===== config.mk =====
export PLATFORM = sky130hd
export DESIGN_NAME = mem_request_control
export DESIGN_NICKNAME = d
export VERILOG_FILES = /design/src/rtl/arch_defines_pkg.sv /design/src/rtl/mem_request_control_load_extract.sv /design/src/rtl/mem_request_control.sv
export SDC_FILE = /design/constraint.sdc
export NUM_CORES = 1
export LEC_CHECK = 0
export ABC_AREA = 1
export BUFFER_PORTS_ARGS = -buffer_cell sky130_fd_sc_hd__buf_2
export CORE_MARGIN = 4
export CORE_UTILIZATION = 40
export DETAILED_ROUTE_END_ITERATION = 10
export PLACE_DENSITY = 0.78
export SLEW_MARGIN = 20
export SYNTH_ARGS = -nofsm -noshare
export SYNTH_HDL_FRONTEND = slang
export SYNTH_SLANG_ARGS = --single-unit

===== constraint.sdc =====
create_clock -name clk -period 2.86 [get_ports clk]
set_input_delay 0.143 -clock clk [delete_from_list [all_inputs] [get_ports clk]]
set_output_delay 0.143 -clock clk [all_outputs]
set_load 0.005 [all_outputs]

===== src/rtl/arch_defines_pkg.sv =====
// Shared architecture definitions: instruction class codes, memory access
// size codes, the memory request FSM encoding and small lane helpers.
`ifndef INSTR_LOAD
`define INSTR_LOAD 5'd3
`endif
`ifndef INSTR_STORE
`define INSTR_STORE 5'd4
`endif

package arch_defines;

  // Instruction classes that reach the data memory.
  localparam logic [4:0] INSTR_CLS_LOAD  = `INSTR_LOAD;
  localparam logic [4:0] INSTR_CLS_STORE = `INSTR_STORE;

  // Access size codes; code 11 behaves exactly like a word access.
  typedef enum logic [1:0] {
    MEM_SIZE_BYTE   = 2'b00,
    MEM_SIZE_HALF   = 2'b01,
    MEM_SIZE_WORD   = 2'b10,
    MEM_SIZE_WORD_X = 2'b11
  } mem_size_e;

  // Memory request controller states.
  typedef enum logic [1:0] {
    ST_IDLE = 2'b00,
    ST_REQ  = 2'b01,
    ST_DONE = 2'b10
  } mem_state_e;

  // Byte offset after forcing the access to its natural alignment.
  function automatic logic [1:0] align_offset(mem_size_e size, logic [1:0] lo);
    case (size)
      MEM_SIZE_BYTE: return lo;
      MEM_SIZE_HALF: return {lo[1], 1'b0};
      default:       return 2'b00;
    endcase
  endfunction

  // True when the low address bits break natural alignment for the size.
  function automatic logic is_misaligned(mem_size_e size, logic [1:0] lo);
    case (size)
      MEM_SIZE_BYTE: return 1'b0;
      MEM_SIZE_HALF: return lo[0];
      default:       return (lo != 2'b00);
    endcase
  endfunction

  // Byte enables for an aligned offset.
  function automatic logic [3:0] byte_enables(mem_size_e size, logic [1:0] off);
    case (size)
      MEM_SIZE_BYTE: return 4'b0001 << off;
      MEM_SIZE_HALF: return 4'b0011 << off;
      default:       return 4'b1111;
    endcase
  endfunction

  // Replicate the store operand so every lane carries the right bytes.
  function automatic logic [31:0] steer_wdata(mem_size_e size, logic [31:0] data);
    case (size)
      MEM_SIZE_BYTE: return {4{data[7:0]}};
      MEM_SIZE_HALF: return {2{data[15:0]}};
      default:       return data;
    endcase
  endfunction

endpackage


===== src/rtl/mem_request_control_load_extract.sv =====
// load_extract: pulls the addressed byte/half out of an aligned read word and
// sign- or zero-extends it to 32 bits. Purely combinational.
module load_extract
  import arch_defines::*;
(
  input  logic [31:0] i_rdata,
  input  logic [1:0]  i_offset,
  input  mem_size_e   i_size,
  input  logic        i_signed,
  output logic [31:0] o_data
);

  logic [7:0]  w_byte;
  logic [15:0] w_half;

  // Select the addressed lane and extend it.
  always_comb begin
    // NOTE: every output of a combinational block gets a default first so no
    // path through the case statements can infer a latch.
    w_byte = i_rdata[7:0];
    w_half = i_offset[1] ? i_rdata[31:16] : i_rdata[15:0];
    o_data = i_rdata;
    case (i_offset)
      2'd1:    w_byte = i_rdata[15:8];
      2'd2:    w_byte = i_rdata[23:16];
      2'd3:    w_byte = i_rdata[31:24];
      default: w_byte = i_rdata[7:0];
    endcase
    case (i_size)
      MEM_SIZE_BYTE: o_data = {{24{i_signed & w_byte[7]}}, w_byte};
      MEM_SIZE_HALF: o_data = {{16{i_signed & w_half[15]}}, w_half};
      default:       o_data = i_rdata;
    endcase
  end

endmodule


===== src/rtl/mem_request_control.sv =====
// mem_request_control: MEM-stage data memory request FSM (IDLE -> REQ -> DONE).
// Latches the access on entry to REQ, holds the request until mem_ack, and
// registers the extracted load result. Optional build macro
// MEM_MISALIGN_TRAP_EN turns misaligned half/word accesses into a one-cycle
// DONE with misaligned=1 instead of a memory request.
module mem_request_control
  import arch_defines::*;
#(
  parameter int ADDR_WIDTH = 32
) (
  input  logic                  clk,
  input  logic                  rst,
  input  logic                  valid,
  input  logic [4:0]            instr_type,
  input  logic [1:0]            mem_size,
  input  logic                  mem_signed,
  input  logic [ADDR_WIDTH-1:0] addr,
  input  logic [31:0]           store_data,
  output logic                  stall,
  output logic                  mem_req,
  output logic                  mem_we,
  output logic [ADDR_WIDTH-1:0] mem_addr,
  output logic [31:0]           mem_wdata,
  output logic [3:0]            mem_be,
  input  logic                  mem_ack,
  input  logic [31:0]           mem_rdata,
  output logic [31:0]           read_data,
  output logic                  done,
  output logic                  misaligned
);

  mem_state_e            r_state;
  mem_state_e            w_next_state;
  logic                  w_stall;

  logic                  w_mem_op;
  logic                  w_is_store;
  logic                  w_trap;
  logic                  w_start;
  mem_size_e             w_size;
  logic [1:0]            w_off;

  logic [ADDR_WIDTH-1:0] r_addr;
  logic                  r_we;
  logic [31:0]           r_wdata;
  logic [3:0]            r_be;
  logic [1:0]            r_off;
  mem_size_e             r_size;
  logic                  r_signed;
  logic [31:0]           r_read_data;
  logic [31:0]           w_load_data;

  assign w_size     = mem_size_e'(mem_size);
  assign w_is_store = (instr_type == INSTR_CLS_STORE);
  assign w_mem_op   = valid && ((instr_type == INSTR_CLS_LOAD) || w_is_store);
  assign w_off      = align_offset(w_size, addr[1:0]);

`ifdef MEM_MISALIGN_TRAP_EN
  assign w_trap = is_misaligned(w_size, addr[1:0]);
`else
  assign w_trap = 1'b0;
`endif

  // A real memory access starts only from IDLE and never for a trapped op.
  assign w_start = (r_state == ST_IDLE) && w_mem_op && !w_trap;

  // State register.
  always_ff @(posedge clk or posedge rst) begin
    // NOTE: sequential state uses non-blocking assignments so every register
    // samples pre-edge values, independent of statement order.
    if (rst) r_state <= ST_IDLE;
    else     r_state <= w_next_state;
  end

  // Next-state and stall decode.
  always_comb begin
    w_next_state = r_state;
    w_stall      = 1'b0;
    case (r_state)
      ST_IDLE: begin
        if (w_mem_op) begin
          w_stall      = 1'b1;
          w_next_state = w_trap ? ST_DONE : ST_REQ;
        end
      end
      ST_REQ: begin
        w_stall = 1'b1;
        if (mem_ack) w_next_state = ST_DONE;
      end
      ST_DONE: w_next_state = ST_IDLE;
      default: w_next_state = ST_IDLE;
    endcase
  end

  // Capture the access on entry to REQ; register load data on ack.
  always_ff @(posedge clk or posedge rst) begin
    if (rst) begin
      r_addr      <= '0;
      r_we        <= 1'b0;
      r_wdata     <= '0;
      r_be        <= '0;
      r_off       <= '0;
      r_size      <= MEM_SIZE_BYTE;
      r_signed    <= 1'b0;
      r_read_data <= '0;
    end else begin
      if (w_start) begin
        r_addr   <= {addr[ADDR_WIDTH-1:2], 2'b00};
        r_we     <= w_is_store;
        r_wdata  <= steer_wdata(w_size, store_data);
        r_be     <= byte_enables(w_size, w_off);
        r_off    <= w_off;
        r_size   <= w_size;
        r_signed <= mem_signed;
      end
      if ((r_state == ST_REQ) && mem_ack && !r_we) begin
        r_read_data <= w_load_data;
      end
    end
  end

`ifdef MEM_MISALIGN_TRAP_EN
  logic r_misaligned;

  // Flag is high only during the DONE cycle that follows a trapped op.
  always_ff @(posedge clk or posedge rst) begin
    if (rst) r_misaligned <= 1'b0;
    else     r_misaligned <= (r_state == ST_IDLE) && w_mem_op && w_trap;
  end

  assign misaligned = r_misaligned;
`else
  assign misaligned = 1'b0;
`endif

  load_extract u_load_extract (
    .i_rdata  (mem_rdata),
    .i_offset (r_off),
    .i_size   (r_size),
    .i_signed (r_signed),
    .o_data   (w_load_data)
  );

  assign stall     = w_stall;
  assign mem_req   = (r_state == ST_REQ);
  assign mem_we    = mem_req & r_we;
  assign mem_be    = mem_req ? r_be : 4'b0000;
  assign mem_addr  = r_addr;
  assign mem_wdata = r_wdata;
  assign done      = (r_state == ST_DONE);
  assign read_data = r_read_data;

endmodule

=== Yosys cells after proc, flatten, opt, wreduce, memory -nomap -nowiden ===
Cells that the tools add are included.

* Register bits after elaboration: 106
* Latch bits: 0
* Memory bits (read-only): 0
* Input bits: 108
* Memories kept: 0
* Memory bits (writable): 0

* Equality and inequality tests: 11
* Reductions and logical operators: 10
* $lt $le $gt $ge: 0
* Divide/modulo/power cells: 0
* Mux-type cells: 12
* $mul: 0
* Shifts and indexed selects: 2
* Bitwise gates (word level): 3
* Add/sub/neg operators: 0

{| class="wikitable"
|+ Operators with widths
! operator !! count
|-
| 32-bit one-hot mux with 2 select lines || 2
|-
| 8-bit one-hot mux with 3 select lines || 1
|-
| 16-bit two-way mux || 1
|-
| 2-bit by 1-bit == test with 1-bit output, second input constant || 4
|-
| 2-bit one-hot mux with 2 select lines || 2
|-
| 4-bit one-hot mux with 2 select lines || 1
|-
| 2-bit == test, second input constant || 3
|-
| 2-bit zero test || 3
|-
| 5-bit by 2-bit == test with 1-bit output, second input constant || 1
|-
| 5-bit by 3-bit == test with 1-bit output, second input constant || 1
|-
| 1-bit logical AND || 4
|-
| 2-bit two-way mux || 2
|-
| 4-bit two-way mux || 1
|-
| 1-bit by 2-bit << shifter with 4-bit output, first input constant || 1
|-
| 2-bit by 2-bit << shifter with 4-bit output, first input constant || 1
|-
| 1-bit bitwise AND || 3
|-
| 2-bit by 1-bit != test with 1-bit output, second input constant || 1
|-
| 2-bit != test, second input constant || 1
|-
| 1-bit one-hot mux with 2 select lines || 1
|-
| 2-bit AND reduction || 1
|-
| 1-bit zero test || 1
|-
| 1-bit logical OR || 1
|-
| 1-bit two-way mux || 1
|}

=== Depth between registers and ports, before layout ===
Gate-level depths: netlist of run 1.

* Depth in word-level cells: 5
* Mapped depth: 10

=== By module ===
A second synthesis of run 1 with hierarchy kept.

* Cells, all modules: 756
* Area total of the unflattened synthesis: 5871.9 µm²

{| class="wikitable"
|+ By module, submodules not included
! module !! cells an instance !! seq. area each (µm²) !! times used !! area an instance (µm²)
|-
| mem_request_control || 588 || 2652.5 || 1 || 4983.5
|-
| load_extract || 168 || 0.0 || 1 || 888.4
|}

=== Worst setup path before layout of run 1 ===
Ideal clock, no wire load.

* Path type: reg-to-reg
* From: register r_state[1]
* To: register r_wdata[8], in the netlist mem_wdata[8]
* Path buffers: 2
* Data arrival time: 1.168 ns
* Library setup time: 0.117 ns
* Period minus slack after synthesis: 1.285 ns
* Data required time: 2.743 ns
* Path slack: 1.575 ns
* Stages on the path, launching flop included: 9
* Cell sequence: dfrtp_1 inv_2 nand2_1 nor2_1 buf_2 nand2_4 buf_6 o21ai_1 inv_1

* Word-level cells in the longest chain between the ends: 2

{| class="wikitable"
|+ Ends and longest elaborated chain
! element !! RTL line !! source
|-
| from (decl) || mem_request_control.sv:32 || <nowiki>mem_state_e r_state;</nowiki>
|-
| from (signal assigned) || mem_request_control.sv:72 || <nowiki>else r_state <= w_next_state;</nowiki>
|-
| 2-bit zero test || mem_request_control.sv:65 || <nowiki>assign w_start = (r_state == ST_IDLE) && w_mem_op && !w_trap;</nowiki>
|-
| 1-bit logical AND || mem_request_control.sv:65 ||
|-
| to (signal assigned) || mem_request_control.sv:110 || <nowiki>r_wdata <= steer_wdata(w_size, store_data);</nowiki>
|-
| to (decl) || mem_request_control.sv:45 || <nowiki>logic [31:0] r_wdata;</nowiki>
|}

No other way between the ends.
A chain may end at the register's enable or synchronous reset.

=== Worst setup path after layout of run 1 ===
* From: register r_state[1]
* To: output port stall

* Word-level cells in the longest chain between the ends: 2

{| class="wikitable"
|+ Ends and longest elaborated chain
! element !! RTL line !! source
|-
| 2-bit by 1-bit == test with 1-bit output or 2-bit zero test (tied branches) || mem_request_control.sv:79 || <nowiki>case (r_state)</nowiki>
|-
| 1-bit one-hot mux with 2 select lines (*) || mem_request_control.sv:79 ||
|-
| to (decl) || mem_request_control.sv:19 || <nowiki>output logic stall,</nowiki>
|}

Every way passes the cells marked *; elsewhere a longest branch is shown, timed or not.

==> metrics.yaml, run 1 <==
critical_path:
  cp_max_fo: 28
  slowest_delay_ns: 0.58
  crit_arrival_ns: 2.04
  path_class: "reg2out"
  r2r_end: "mem_addr[23]"
  reg2reg_from: "r_state[1]"
  reg2reg_depth: 8
  path_cells: "inv_2 > nand2_1 > nand3b_2 > buf_12 > nand2_1 > buf_2"
  cpMostUsedCell: "nand2_1"
  end_kind: "output pin"
  rrSetupSlack_ns: 0.83
  worst_setup_path_start_kind: "flip-flop"
  cp.required_ns: 2.72
  cpMaxStageDelayCell: "nand3b_2"
power:
  power_density_mw_per_mm2: 742
  vdd_ir_drop_max_v: 0.000389
  finalPower_mw: 5.17
  p_leak_nw: 3.90
run_status:
  outcome: "completed"
global_routing:
  grt_use_met1_pct: 27.1
  antenna_found_initial: 0
  grt_busiest_layer: "met2"
  grt_start_max_net_pins: 44
  met3_usage_pct: 6.27
  grt_pass1_wl_um: 25000
  grtUsageMet2_pct: 34.7
  grt.overflow.total: 0
  grt_use_total_pct: 21.3
  grt_pass1_vias: 4955
cts:
  postCtsHoldBufs: 31
  cts_resized: 0
  clock_latency_ns: 0.35
  clk_pin_slew_worst_paths_ns: 0.07
  cts_root_buf: "clkbuf_16"
  clockBufferDepth: 2
  post_cts_buffers: 0
  cts_num_sinks: 106
  cts_made_buffers: 9
  cts_tree: "done"
  cts-htree-levels: 3
synthesis:
  ys_ff_latch: 106
  synth_top_flop_cell: "dfrtp_1"
  yosys_warnings: 0
  synthDistinctLibCells: 30
  synthCells: 674
  async_reset_ff_share_pct: 100
  synth-edff-count: 0
  syn_area_sq_mm: 0.00523
  yosysSeqAreaShare_pct: 50.8
  avgSynthCellArea_sq_um: 7.75
layout:
  final_common_cell: "nand2_1"
  layout-drive-gt1-share_pct: 29.2
  seq_area_sq_mm: 0.00265
  layout_common_cells: "nand2_1 (257), buf_2 (209), dfrtp_1 (106), inv_1 (68), a21oi_1 (48)"
  final_nets: 1006
  nFillCells: 1212
  multi_input_area_sq_mm: 0.00207
  area_growth_pct: 33.4
place:
  detailed_place_hpwl_um: 11400
  place.port_buffers: 209
  pre_cts_ws_ns: 0.816
  gp_congestion: 0.870
die:
  io_pins: 213
  start_util_pct: 41.1
  core_sq_mm: 0.0127
  dieArea_sq_mm: 0.0150
  row_count: 41
  dieWidth_um: 122
  die_y_um: 122
timing:
  slew_headroom_pct: 49.4
  fin_ws_ns: 0.673
  hold_viol_final: 0
  setup_viol: 0
  fin_crit_ns: 2.19
  worstMarginPinSlew_ns: 0.760
  fin_tns_setup_ns: 0
  finalClockSkew_ns: 0.00879
  fin_crit_sh_pct: 76.5
  rsz0062_at_grt: "false"
  slew_violations: 0
  max_freq_mhz: 457
drt:
  viasPerCell: 4.78
  wl_per_cell_um: 14.8
  routed_wl_um: 15900
  drt_first_pass_iters: 5
  drtIter0Drc: 436
  drt_drc_violations_left: 0
  vias: 5139
  ant_nets: 0
min_path:
  min-delay-start: "mem_signed"
  hold_end: "r_signed"
  hold_class: "in2reg"
  hold_depth: 3
flow_run:
  maxCapViolations: 0
-- sequential cells by signal (all words and copies together) (netlist names) --
signal     count
mem_addr      30
mem_wdata     32
r_be           4
r_off          2
r_signed       1
r_size         2
r_state        2
r_we           1
read_data     32
-- how the worst max path moves through the flow --
stage,from,endpoint,cells past startpoint
after global placement,instr_type[3],stall,8
after CTS,r_state[1],stall,6
after floorplan,rst,mem_addr[10],1
after detailed placement,instr_type[3],stall,8
final,r_state[1],stall,6
after global routing,r_state[0],stall,6
-- final cells by class --
type                            count  share of cell area, %
Sequential cell                   106                   38.0
Clock inverter                      6                   1.04
Clock buffer                       10                   3.43
Antenna cell                        1                 0.0359
Timing Repair Buffer              249                   20.6
Inverter                           74                   4.14
Multi-Input combinational cell    458                   29.6
Tap cell                          172                   3.09
-- logic make-up after synthesis --
kind of cell / count (synthesis) / share of synthesized area, %
and+or+nand+nor: 328 / 26.1
AOI/OAI and AO/OA: 127 / 13.1
buffers and inverters: 112 / 10.0
DFF: 106 / 50.8
other: 1 / 0.0718
-- metrics by stage --
stage	cell area (sq um)	hold WS, ns	instances	utilization (%)
6_report	6970	0.00832	1076	54.8
3_5_place_dp	6350	0.0876	1028	49.9
2_1_floorplan	5240	0.247	676	-
3_3_place_gp	6350	0.0861	1028	49.9
4_1_cts	6970	0.00177	1075	54.8
5_1_grt	6970	0.00786	1075	54.8
-- power by group --
| group | switching (mW) | total [mW] | leakage, nW | internal [mW] |
|---|---|---|---|---|
| clock | 0.589 | 1.30 | 0.150 | 0.715 |
| combinational | 0.865 | 1.59 | 2.46 | 0.720 |
| sequential | 0.315 | 2.28 | 1.28 | 1.97 |
| total | 1.77 | 5.17 | 3.90 | 3.40 |
-- metal layers --
metal  routed length [um]  vias up  part of all wire [%]
li1                     -     2543                     -
met1                 6550     2338                    41
met2                 7640      228                    48
met3                 1360       30                   8.5
met4                  406        0                   2.5
met5                    0        -                     0
-- critical path: cells and delay by family, from the launching register on --
| family | cells | cell delay, ns |
|---|---|---|
| and+or+nand+nor | 3 | 0.73 |
| buffers and inverters | 3 | 0.54 |
| DFF | 1 | 0.42 |
-- Yosys cell counts, types with 3 or more instances --
library cell  count  area [sq um]
nand4_1           8          50.1
a21oi_2          10          87.6
o21ai_0          38           190
nand2_4           3          33.8
o21ai_1          28           140
buf_6             8          90.1
nor2_1           34           128
nand2_1         257           965
buf_4             5          37.5
buf_2            13          65.1
dfrtp_1         106          2650
inv_2             3          11.3
nand3_1          15          75.1
clkbuf_1         12          45.0
inv_1            69           259
a21oi_1          48           240
No activity file was read; power rests on OpenSTA's default activity.
==> run 2: changes to the inputs <==
--- a/config.mk
+++ b/config.mk
@@ -5,12 +5,12 @@
 export SDC_FILE = /design/constraint.sdc
 export NUM_CORES = 1
 export LEC_CHECK = 0
-export ABC_AREA = 1
+export ABC_AREA = 0
 export BUFFER_PORTS_ARGS = -buffer_cell sky130_fd_sc_hd__buf_2
 export CORE_MARGIN = 4
 export CORE_UTILIZATION = 40
 export DETAILED_ROUTE_END_ITERATION = 10
-export PLACE_DENSITY = 0.78
+export PLACE_DENSITY = 0.79
 export SLEW_MARGIN = 20
 export SYNTH_ARGS = -nofsm -noshare
 export SYNTH_HDL_FRONTEND = slang
==> constraint.sdc (replaced) <==
create_clock -name clk -period 2 [get_ports clk]
set_input_delay 0.1 -clock clk [delete_from_list [all_inputs] [get_ports clk]]
set_output_delay 0.1 -clock clk [all_outputs]
set_load 0.005 [all_outputs]
==> run 2 against run 1 <==
  * Via count is 8.8% lower
  * Highest routed layer unchanged
  * Area after synthesis is 4.2% lower
  * Clock power is 59% higher
  * Critical path depth is 2 lower
  * Global-route usage is 0.056 points higher
  * Wire length is 7.3% lower
  * Critical endpoint is now read_data[11]
  * Register-to-register slack worse by 0.73 ns
  * Largest power group unchanged
==> metrics.yaml, run 2 <==
min_path:
  min-delay-start: "store_data[6]"
  hold_end: "mem_wdata[6]"
  hold_class: "in2reg"
  hold_depth: 3
timing:
  worstMarginPinSlew_ns: 0.693
  holdWs_ns: 0.0219
  fin_tns_setup_ns: 0
  hold_viol_final: 0
  rsz0062_at_grt: "false"
  fin_crit_ns: 1.90
  slew_headroom_pct: 53.7
  finalClockSkew_ns: 0.00587
  slew_violations: 0
  max_freq_mhz: 527
  fin_crit_sh_pct: 94.8
  setup_viol: 0
power:
  p_leak_nw: 3.73
  power.net_switching_mw: 1.91
  power_density_mw_per_mm2: 936
  p_int_mw: 4.63
  vdd_ir_drop_max_v: 0.000430
  clkPwrFrac_pct: 31.7
  p_sw_share_pct: 29.2
  comb_power_share_pct: 24.2
  p_seq_share_pct: 44.1
place:
  dpl.cell_count: 905
  detailed_place_hpwl_um: 10800
  placed_cell_area_sq_mm: 0.00625
  place.port_buffers: 209
  gp_congestion: 0.874
drt:
  wl_met2_um: 7230
  highest_layer: "met4"
  wl_per_cell_um: 15.4
  drt_first_pass_iters: 4
  wl_met1_um: 5950
  drt_drc_violations_left: 0
  routed_wl_um: 14800
  drtIter0Drc: 328
  viasPerCell: 4.89
  vias: 4685
  ant_nets: 0
  route.met3.wl_um: 1220
die:
  die_y_um: 120
  start_util_pct: 41.3
  dieArea_sq_mm: 0.0144
  io_pins: 213
  core_sq_mm: 0.0121
  row_count: 40
  dieWidth_um: 120
synthesis:
  yosysSeqAreaShare_pct: 53.0
  syn_area_sq_mm: 0.00500
  synth-edff-count: 0
  yosys-top-cells-count: "nand2_1 (180), dfrtp_1 (106), o21ai_0 (42)"
  yosysTopAreaCell: "dfrtp_1"
  synthCells: 546
  async_reset_ff_share_pct: 100
  yosys_warnings: 0
  synth_area_leaders: "dfrtp_1 (53%), nand2_1 (14%), mux2i_1 (6.4%)"
  ys_ff_latch: 106
  synth_top_area_share_pct: 53.0
  synth_top_flop_cell: "dfrtp_1"
  synthDistinctLibCells: 40
  avgSynthCellArea_sq_um: 9.17
  yosysMostFrequentCell: "nand2_1"
layout:
  layout_common_cells: "buf_2 (209), nand2_1 (180), dfrtp_1 (106), o21ai_0 (42), dlygate4sd3_1 (38)"
  area_growth_pct: 39.5
  final_cells: 959
  final_common_cell: "buf_2"
  final_nets: 894
  diodes: 0
  final_area_sq_mm: 0.00698
  nFillCells: 1090
  layout-drive-gt1-share_pct: 32.4
cts:
  cts_num_sinks: 106
  cts-htree-levels: 3
  cts_tree: "done"
  cts_made_buffers: 9
  clock_latency_ns: 0.35
  cts_root_buf: "clkbuf_16"
  clockBufferDepth: 2
  cts_resized: 0
  clk_pin_slew_worst_paths_ns: 0.07
global_routing:
  grt_use_total_pct: 21.4
  grt_start_max_net_pins: 50
  grt_pass1_wl_um: 24400
  antenna_found_initial: 0
  grt_pass1_vias: 4847
  grt.overflow.total: 0
critical_path:
  reg2reg_depth: 4
  reg2reg_from: "r_off[1]"
  crit_arrival_ns: 2.09
  r2r_end: "read_data[11]"
  worst_setup_path_start_kind: "flip-flop"
  cp.required_ns: 2.19
  end_kind: "flip-flop"
  cp_max_fo: 7
  path_class: "reg2reg"
  rrSetupSlack_ns: 0.10
  startpoint: "r_off[1]"
flow_run:
  maxCapViolations: 0
run_status:
  outcome: "completed"
==> run 2: final cells by class <==
| type | count | area (sq um) | area share, % |
|---|---|---|---|
| clock buffers | 10 | 239 | 3.42 |
| clock inverters | 6 | 114 | 1.63 |
| well taps | 168 | 210 | 3.01 |
| multi-input cells | 398 | 2140 | 30.6 |
| inverters | 5 | 22.5 | 0.323 |
| repair buffers | 266 | 1610 | 23.0 |
| flip-flops and latches | 106 | 2650 | 38.0 |
==> run 2: how the worst max path moves through the flow <==
| stage | endpoint | slack [ns] |
|---|---|---|
| 4_1_cts | read_data[11] | 0.12 |
| 2_1_floorplan | read_data[10] | 0.40 |
| 3_3_place_gp | read_data[7] | 0.22 |
| 5_1_grt | read_data[7] | 0.006 |
| 6_report | read_data[11] | 0.10 |
| 3_5_place_dp | read_data[7] | 0.16 |
==> run 2: cell families (layout without fill, tap and decap cells) <==
group                  after synthesis  after routing  share of synthesized area [%]
buffers and inverters               44            287                           4.42
and+or+nand+nor                    278            278                           25.2
other                                1              3                         0.0749
muxes                               33             33                           6.85
DFF                                106            106                           53.0
AOI/OAI and AO/OA                   84             84                           10.4
==> run 2: metal layers <==
metal / global-route usage [%] / vias up
met1: 26.4 / 2156
met3: 5.94 / 26
met4: 8.66 / 0
met2: 35.5 / 209
met5: 0 / -
li1: - / 2294
==> run 2: worst max-delay path, cell delays in order (launching register included) <==
cell,delay [ns]
dfrtp_1,0.45
mux2i_1,0.39
nor3_2,0.15
a2111oi_4,0.59
a211oi_1,0.16
==> run 2: stage by stage <==
stage | worst slack [ns] | power (mW) | utilization, %
6_report | 0.104 | 6.54 | 57.7
3_3_place_gp | 0.215 | 4.40 | 51.6
5_1_grt | 0.00565 | 6.97 | 57.7
4_1_cts | 0.125 | 6.61 | 57.7
2_1_floorplan | 0.397 | 3.65 | -
3_5_place_dp | 0.162 | 4.46 | 51.6
==> run 2: power groups by stage <==
stage	Sequential, mW	Combinational, mW	Clock [mW]
finish	2.89	1.58	2.07
global route	2.95	1.79	2.23
CTS	2.89	1.60	2.13
detailed placement	2.91	1.55	0
global placement	2.91	1.49	0
floorplan	2.92	0.738	0
==> run 2: what timing repair did <==
item | CTS | global route
endpoints found under the setup margin | 0 | 0
hold endpoints to repair | 65 | 0
setup buffers | 0 | 0
hold buffers | 38 | 0
